File: src/rtl/cnt_stream_rx.sv
// Receive-side checker for the count-transaction stream: parity, +1 sequencing, period and reset-window legality.
// Define CNT_STREAM_RX_PERIOD_CHECK_EN to build the valid-to-valid period checker; otherwise err_period is tied to 0.
module cnt_stream_rx #(
    parameter int MIN_PERIOD = 8,
    parameter int MAX_PERIOD = 13,
    parameter int RST_WIN    = 44
) (
    input  logic        clk,
    input  logic        rst_n,
    input  logic [31:0] count_in,
    input  logic        parity_in,
    input  logic        valid_in,
    input  logic        rst_req,
    output logic [31:0] last_count,
    output logic [31:0] txn_cnt,
    output logic [15:0] err_cnt,
    output logic        err_parity,
    output logic        err_seq,
    output logic        err_period,
    output logic        err_window,
    output logic        in_window
);
    localparam logic [1:0] S_IDLE    = 2'd0;
    localparam logic [1:0] S_TRACK   = 2'd1;
    localparam logic [1:0] S_WINDOW  = 2'd2;
    localparam logic [1:0] S_EXPIRED = 2'd3;

    localparam int              TW       = $clog2(RST_WIN + 1);
    localparam logic [TW-1:0]   WIN_LOAD = TW'(RST_WIN);

    if (MIN_PERIOD < 1 || MIN_PERIOD > MAX_PERIOD || MAX_PERIOD > 255 || RST_WIN < 1) begin : g_bad_cfg
        $error("cnt_stream_rx: inconsistent period/window parameters");
    end

    function automatic logic [15:0] sat_add_err(input logic [15:0] cnt, input logic [2:0] inc);
        logic [16:0] sum;
        sum = {1'b0, cnt} + {14'd0, inc};
        return sum[16] ? 16'hFFFF : sum[15:0];
    endfunction

    logic [1:0]    state_q, state_d, eff_state;
    logic [TW-1:0] timer_q, timer_d;
    logic          rst_req_q, rst_req_d;
    logic [31:0]   last_count_q, last_count_d;
    logic [31:0]   txn_cnt_q, txn_cnt_d;
    logic [15:0]   err_cnt_q, err_cnt_d;
    logic          err_parity_q, err_parity_d;
    logic          err_seq_q, err_seq_d;
    logic          err_period_q, err_period_d;
    logic          err_window_q, err_window_d;
    logic          win_rise;
`ifdef CNT_STREAM_RX_PERIOD_CHECK_EN
    localparam logic [7:0] MIN_P8 = 8'(MIN_PERIOD);
    localparam logic [7:0] MAX_P8 = 8'(MAX_PERIOD);
    logic [7:0]    per_q, per_d;
`endif

    always_comb begin
        state_d      = state_q;
        timer_d      = timer_q;
        rst_req_d    = rst_req;
        last_count_d = last_count_q;
        txn_cnt_d    = txn_cnt_q;
        err_cnt_d    = err_cnt_q;
        err_parity_d = 1'b0;
        err_seq_d    = 1'b0;
        err_period_d = 1'b0;
        err_window_d = 1'b0;

        // A request edge outside IDLE makes a coincident transaction subject to window rules.
        win_rise  = rst_req && !rst_req_q && (state_q != S_IDLE);
        eff_state = win_rise ? S_WINDOW : state_q;

        if (state_q == S_WINDOW) begin
            if (timer_q != '0) timer_d = timer_q - TW'(1);
            if (timer_q <= TW'(1)) state_d = S_EXPIRED;
        end

`ifdef CNT_STREAM_RX_PERIOD_CHECK_EN
        per_d = (per_q == 8'hFF) ? per_q : per_q + 8'd1;
`endif

        if (valid_in) begin
            txn_cnt_d    = txn_cnt_q + 32'd1;
            last_count_d = count_in;
            err_parity_d = (parity_in != ^count_in);
            case (eff_state)
                S_IDLE:  state_d = S_TRACK;
                S_TRACK: err_seq_d = (count_in != last_count_q + 32'd1);
                S_WINDOW: begin
                    // A held value keeps the window open; anything else closes it.
                    if (count_in != last_count_q) begin
                        err_window_d = (count_in != 32'd1);
                        state_d      = S_TRACK;
                    end
                end
                default: begin
                    err_window_d = (count_in != 32'd1);
                    state_d      = S_TRACK;
                end
            endcase
`ifdef CNT_STREAM_RX_PERIOD_CHECK_EN
            err_period_d = (state_q != S_IDLE) && (per_q < MIN_P8 || per_q > MAX_P8);
            per_d        = 8'd1;
`endif
            err_cnt_d = sat_add_err(err_cnt_q, {2'd0, err_parity_d} + {2'd0, err_seq_d}
                                             + {2'd0, err_period_d} + {2'd0, err_window_d});
        end

        if (win_rise) begin
            state_d = S_WINDOW;
            timer_d = WIN_LOAD;
        end
    end

    always_ff @(posedge clk or negedge rst_n) begin
        if (!rst_n) begin
            state_q      <= S_IDLE;
            timer_q      <= '0;
            rst_req_q    <= 1'b0;
            last_count_q <= '0;
            txn_cnt_q    <= '0;
            err_cnt_q    <= '0;
            err_parity_q <= 1'b0;
            err_seq_q    <= 1'b0;
            err_period_q <= 1'b0;
            err_window_q <= 1'b0;
        end else begin
            state_q      <= state_d;
            timer_q      <= timer_d;
            rst_req_q    <= rst_req_d;
            last_count_q <= last_count_d;
            txn_cnt_q    <= txn_cnt_d;
            err_cnt_q    <= err_cnt_d;
            err_parity_q <= err_parity_d;
            err_seq_q    <= err_seq_d;
            err_period_q <= err_period_d;
            err_window_q <= err_window_d;
        end
    end

`ifdef CNT_STREAM_RX_PERIOD_CHECK_EN
    always_ff @(posedge clk or negedge rst_n) begin
        if (!rst_n) per_q <= '0;
        else        per_q <= per_d;
    end
`endif

    assign last_count = last_count_q;
    assign txn_cnt    = txn_cnt_q;
    assign err_cnt    = err_cnt_q;
    assign err_parity = err_parity_q;
    assign err_seq    = err_seq_q;
    assign err_period = err_period_q;
    assign err_window = err_window_q;
    assign in_window  = (state_q == S_WINDOW);
endmodule

File: config.mk
export PLATFORM = sky130hd
export DESIGN_NAME = cnt_stream_rx
export DESIGN_NICKNAME = d
export VERILOG_FILES = /design/src/rtl/cnt_stream_rx.sv
export SDC_FILE = /design/constraint.sdc
export NUM_CORES = 1
export LEC_CHECK = 0
export CELL_PAD_IN_SITES_DETAIL_PLACEMENT = 0
export CELL_PAD_IN_SITES_GLOBAL_PLACEMENT = 2
export CORE_MARGIN = 2
export CORE_UTILIZATION = 28
export DETAILED_ROUTE_END_ITERATION = 10
export GPL_TIMING_DRIVEN = 0
export PLACE_DENSITY_LB_ADDON = 0.05
export SYNTH_ARGS = -nofsm -noshare
export SYNTH_HDL_FRONTEND = slang
export SYNTH_SLANG_ARGS = --single-unit
File: constraint.sdc
create_clock -name clk -period 3.18 [get_ports clk]
set_clock_uncertainty 0.05 [all_clocks]
set_input_delay 0.636 -clock clk [delete_from_list [all_inputs] [get_ports clk]]
set_output_delay 0.636 -clock clk [all_outputs]
set_load 0.01 [all_outputs]
Yosys cells after proc, flatten, opt, wreduce, memory -nomap -nowiden
Index checks and enable logic that the tools add are counted.
{ "totals": {"regBits": 92, "elab_cells": 53} }
{ "op_classes": {"n_addsub": 6, "magnitude_cmp": 1, "n_eq_ne": 7, "muxes": 19, "n_reduce_logical": 11} }
{ "ops": {"columns": ["cell", "count"], "rows": [
  ["32-bit by 1-bit adder with 32-bit output (second input constant)", 2],
  ["32-bit inequality test", 2],
  ["32-bit by 1-bit inequality test with 1-bit output (second input constant)", 1],
  ["32-bit parity", 1],
  ["6-bit two-way mux", 3],
  ["16-bit by 3-bit adder with 17-bit output", 1],
  ["16-bit two-way mux", 1],
  ["2-bit two-way mux", 6],
  ["1-bit two-way mux", 7],
  ["6-bit by 1-bit <= comparator with 1-bit output (second input constant)", 1],
  ["2-bit nonzero test", 3],
  ["6-bit nonzero test", 1],
  ["6-bit by 1-bit subtractor with 6-bit output (second input constant)", 1],
  ["2-bit equality test (second input constant)", 2],
  ["2-bit case mux with 2 select lines", 1],
  ["2-bit by 1-bit adder with 3-bit output", 1],
  ["1-bit by 1-bit adder with 2-bit output", 1],
  ["2-bit by 1-bit equality test with 1-bit output (second input constant)", 1],
  ["1-bit logical AND", 2],
  ["2-bit logical NOT", 1],
  ["1-bit case mux with 2 select lines", 1],
  ["2-bit AND reduction", 1],
  ["2-bit OR reduction", 1],
  ["1-bit logical NOT", 1],
  ["1-bit inequality test", 1]
]} }

Logic depth before layout (Yosys ltp)
{ "logic_depth": {"word_depth": 11, "depth_mapped": 17, "depth_no_buf": 16} }

Worst setup path before layout
OpenSTA, ideal clock, no wires.
{ "synth_path": {"path_type": "input to register", "start": "input count_in[26]", "end": "register err_cnt_q[13] (netlist: err_cnt[13])", "arrival_ps": 3387, "path_slack_ps": -396, "cell_stages": 15, "path_cell_list": "inv_1 > ha_1 > xor2_1 > xnor2_1 > xnor2_1 > xnor2_1 > xnor2_1 > fa_1 > inv_1 > ha_1 > fa_1 > nand3_1 > or3_1 > clkbuf_1 > o21ai_0"} }
{ "synth_via": {"elab_chain_len": 7, "word_cells_on_any_way": 14, "cone_classes": "add/sub: 3; eq/ne: 4; mux: 6; reduce/logical: 1"} }
{ "synth_lines": {"columns": ["element", "line", "source"], "rows": [
  ["from (decl)", "10", "input logic [31:0] count_in,"],
  ["32-bit by 1-bit inequality test with 1-bit output, or another cell as far along", "93, 98", null],
  ["1-bit two-way mux (on tied branches)", "92, 87", null],
  ["1-bit case mux with 2 select lines or 1-bit two-way mux (tied branches)", "87, 83", null],
  ["1-bit two-way mux or 1-bit by 1-bit adder with 2-bit output (tied branches)", "83, 106", null],
  ["2-bit by 1-bit adder with 3-bit output (*)", "107", "+ {2'd0, err_period_d} + {2'd0, err_window_d});"],
  ["16-bit by 3-bit adder with 17-bit output (*)", "37", "sum = {1'b0, cnt} + {14'd0, inc};"],
  ["16-bit two-way mux (*)", "38", "return sum[16] ? 16'hFFFF : sum[15:0];"],
  ["to (signal assigned)", "134", "err_cnt_q <= err_cnt_d;"],
  ["to (decl)", "46", "logic [15:0] err_cnt_q, err_cnt_d;"]
]} }
Every way passes the cells marked *; elsewhere a longest branch is shown, timed or not. The select of a mux whose other input is x is not followed.
A chain may end at the register's enable or synchronous reset.

Worst setup path in the final report
{ "layout_path": {"start": "input count_in[8]", "end": "register err_cnt_q[12] (netlist: err_cnt[12])"} }
Same word-level chain as after synthesis.

==> tab_implementation.tex <==
\begin{tabular}{lr}
\hline
Metric & Value \\
\hline
\multicolumn{2}{l}{\textbf{Clocking}} \\
\quad Number of clock sinks seen by CTS & 92 \\
\quad Cell at the root of the clock tree & clkbuf\_16 \\
\quad Worst skew pair latency & 360 ps \\
\quad Clock transition at path regs & 80 ps \\
\quad Clock tree from TritonCTS & built \\
\quad Maximum count of clock buffers along a single path & 2 \\
\quad Num CTS Buffers & 9 \\
\quad CTS HTree Levels & 3 \\
\multicolumn{2}{l}{\textbf{Cells and area}} \\
\quad Most used cells in the layout excluding fill and tap cells & clkdlybuf4s50\_1 (86), dfrtp\_1 (78), xnor2\_1 (46) \\
\quad Sequential cell area & 2320 um2 \\
\quad Diodes inserted & 0 \\
\quad Area taken by multi-input logic gates & 3760 um2 \\
\quad Total number of nets in the final design & 808 \\
\quad Share of post-route cells with drive strength above 1 & 31.91\% \\
\quad Final Cell Area & 8509 um2 \\
\quad Fill cell count & 1918 \\
\quad Commonest non-fill, non-tap cell in the layout & clkdlybuf4s50\_1 \\
\quad Post-synthesis to final-layout area growth & 52.39\% \\
\multicolumn{2}{l}{\textbf{Synth}} \\
\quad Main area contributors after synthesis & dfrtp\_1 (41\%), xnor2\_1 (10\%), xor2\_1 (6.6\%) \\
\quad Dominant synthesized flop cell & dfrtp\_1 \\
\quad Area share of the largest cell type after synthesis & 41.23\% \\
\quad Largest area contributor in the synthesized netlist & dfrtp\_1 \\
\quad Number of different library cells in the post-synthesis netlist & 48 \\
\quad Post-Synthesis Net Count & 636 \\
\quad Yosys warnings & 0 \\
\quad Share of async-settable or async-resettable flops after synthesis & 100.0\% \\
\quad Number of flops mapped to enable cells by yosys & 0 \\
\quad Synthesized instance count & 575 \\
\quad Synthesized area & 5584 um2 \\
\quad Synth Register Bits & 92 \\
\quad Mean area per synthesized cell & 9.711 um2 \\
\quad Post-synthesis sequential area ratio & 41.23\% \\
\multicolumn{2}{l}{\textbf{STA}} \\
\quad Number of hold violations in the final report & 0 \\
\quad Max Transition Viols Final & 0 \\
\quad Minimum period implied by the final worst setup slack & 3493 ps \\
\quad Actual transition at the worst max-transition pin & 686.0 ps \\
\quad Unrepaired setup endpoints after global routing & yes \\
\quad Fraction of the cycle the final worst path needs & 109.8\% \\
\quad Setup slack after layout & -312.8 ps \\
\quad Maximum clock frequency & 286.3 MHz \\
\quad Count of endpoints failing setup in the final report & 16 \\
\quad Headroom to the max-slew limit & 53.79\% \\
\multicolumn{2}{l}{\textbf{Worst setup path}} \\
\quad Worst setup SP type & primary input \\
\quad Data required, critical path & 3370 ps \\
\quad Arrival time at the worst endpoint & 3680 ps \\
\quad Crit Path Max Fanout & 6 \\
\quad Critical path type & in2reg \\
\quad Critical path endpoint category & flop \\
\multicolumn{2}{l}{\textbf{Outcome}} \\
\quad Violations in the final reports & negative setup slack \\
\quad Run status & finished, violations left \\
\multicolumn{2}{l}{\textbf{Route}} \\
\quad Total via count in the routed design & 4841 \\
\quad Number of search-and-repair iterations in the first detailed-routing pass & 4 \\
\quad DRC Markers & 0 \\
\quad Number of vias per cell & 4.760 \\
\quad Detailed Route Iter0 Violations & 321 \\
\quad DRT antenna net count & 0 \\
\quad Detail-routed net length per standard cell & 16.82 um \\
\quad Total detailed-routing wirelength & 17110 um \\
\multicolumn{2}{l}{\textbf{Floorplanning}} \\
\quad Area of the die & 21090 um2 \\
\quad Row Count & 51 \\
\quad Die H & 145.2 um \\
\quad Initial core utilization & 28.60\% \\
\quad Core outline area & 19530 um2 \\
\quad Num ports & 122 \\
\quad Die Span X & 145.2 um \\
\multicolumn{2}{l}{\textbf{Power}} \\
\quad Cell leakage power & 3.525 nW \\
\quad Worst IR Drop VDD & 0.2750 mV \\
\quad Power per cell area & 524.7 nW/um2 \\
\multicolumn{2}{l}{\textbf{Flow run}} \\
\quad Maxcap violations & 0 \\
\multicolumn{2}{l}{\textbf{Global route}} \\
\quad Gr ovfl total & 0 \\
\quad GRT Total Usage & 16.54\% \\
\quad Via count of the first global-routing pass & 4941 \\
\quad First-pass GRT wire length & 27650 um \\
\quad Largest net degree at the start of global routing & 67 \\
\quad Antenna violations before repair & 0 \\
\multicolumn{2}{l}{\textbf{Hold path}} \\
\quad Min-delay worst type & in2async \\
\multicolumn{2}{l}{\textbf{Placement}} \\
\quad Half-perimeter wire length after placement & 12630 um \\
\quad Area of placed instances & 7396 um2 \\
\quad Final Wtd Congestion & 0.8015 \\
\quad Placement Setup Slack & -1330 ps \\
\quad Count of buffers from port buffering & 120 \\
\hline
\end{tabular}
## routing by layer
metal  wire [um]  track usage [%]  vias up
met5           0                0        -
met1        8646            23.92     2406
met3         626            2.862       14
met2        7662            25.45       91
met4         172            4.461        0
li1            -                -     2330
## registers in the layout, indices dropped and copies added, names as in the netlist
signal,cells
err_window,1
timer_q,6
err_seq,1
state_q,2
rst_req_q,1
err_cnt,16
last_count,32
err_parity,1
txn_cnt,32
## through the flow
stage	util [%]	setup TNS (ps)	hold WS (ps)	std cells	total power [mW]
after floorplan	-	-1650	290.4	575	2.401
after global placement	37.75	-234130	413.6	960	3.004
after detailed placement	37.88	-20940	425.2	961	3.025
after CTS	42.42	-4005	157.6	1004	4.436
after global routing	43.58	-7019	182.0	1017	4.752
final	43.58	-4266	155.0	1017	4.465
## logic make-up (layout without fill, tap and decap cells)
group | after synthesis | after routing | synth area share [%]
buf+inv | 62 | 239 | 4.324
simple gates | 205 | 205 | 19.70
other cells | 1 | 1 | 0.06715
flops | 92 | 92 | 41.23
fa+ha+maj | 24 | 24 | 5.646
compound gates | 52 | 52 | 5.803
xor+xnor | 106 | 106 | 16.63
mux | 33 | 33 | 6.610
## worst paths after layout
check	start	to	slack (ps)	cells after the start
worst max-delay path	count_in[8]	err_cnt[12]$_DFFE_PN0P_	-310	17
worst min-delay path	rst_n	last_count[13]$_DFFE_PN0P_	150	1
worst max register to register	last_count[5]$_DFFE_PN0P_	err_cnt[14]$_DFFE_PN0P_	-300	17
worst min register to register	txn_cnt[31]$_DFFE_PN0P_	txn_cnt[31]$_DFFE_PN0P_	430	1
max in group asynchronous	rst_n	last_count[11]$_DFFE_PN0P_	2250	2
min in group clk	txn_cnt[31]$_DFFE_PN0P_	txn_cnt[31]$_DFFE_PN0P_	430	1
## area by class of cell
| cell class | count | area share [%] |
|---|---|---|
| Buffer | 11 | 0.8528 |
| Clock buffer | 9 | 2.647 |
| Clock inverter | 7 | 1.015 |
| Inverter | 47 | 2.353 |
| Multi-Input combinational cell | 421 | 44.18 |
| Sequential cell | 92 | 27.26 |
| Tap cell | 265 | 3.896 |
| Timing Repair Buffer | 165 | 17.79 |
## what timing repair did
item,CTS,global route
endpoints found under the setup margin,16,16
setup buffers,29,15
pin swaps,44,37
resized for setup,151,48
endpoints found under the hold margin,0,0
hold buffers,0,0
## Yosys cell counts (3+ instances only)
cell type,instances
nand3_1,31
nor4_1,15
nor4_2,3
buf_2,4
nand2_1,47
xnor2_1,64
mux2_2,31
inv_1,47
and2_1,5
nand2b_1,6
nand4_1,28
a211oi_1,3
dfrtp_1,92
o21ai_0,16
a21oi_1,11
o21a_1,3
nor3_1,15
or3_1,4
ha_1,22
xor2_1,42
clkbuf_1,9
and3_1,10
a41oi_1,3
o22ai_1,3
nor2_1,28
and4_1,5
## where the power goes
part,internal (mW),switching [mW],leakage (nW)
registers,1.35,0.230,1.14
logic,0.902,0.814,2.24
clock network,0.631,0.542,0.151
## critical path: stages
cell and delay, ps:
clkdlybuf4s15_2 240, inv_1 60, ha_1 320, xnor2_2 280, xnor2_2 160, xnor2_1 150
xnor2_1 140, buf_4 140, fa_1 420, inv_2 80, ha_4 150, fa_2 250
nand3_4 100, nor2_4 160, nand4_1 140, a31oi_1 160, mux2i_1 90
(Power assumes the default switching activity.)
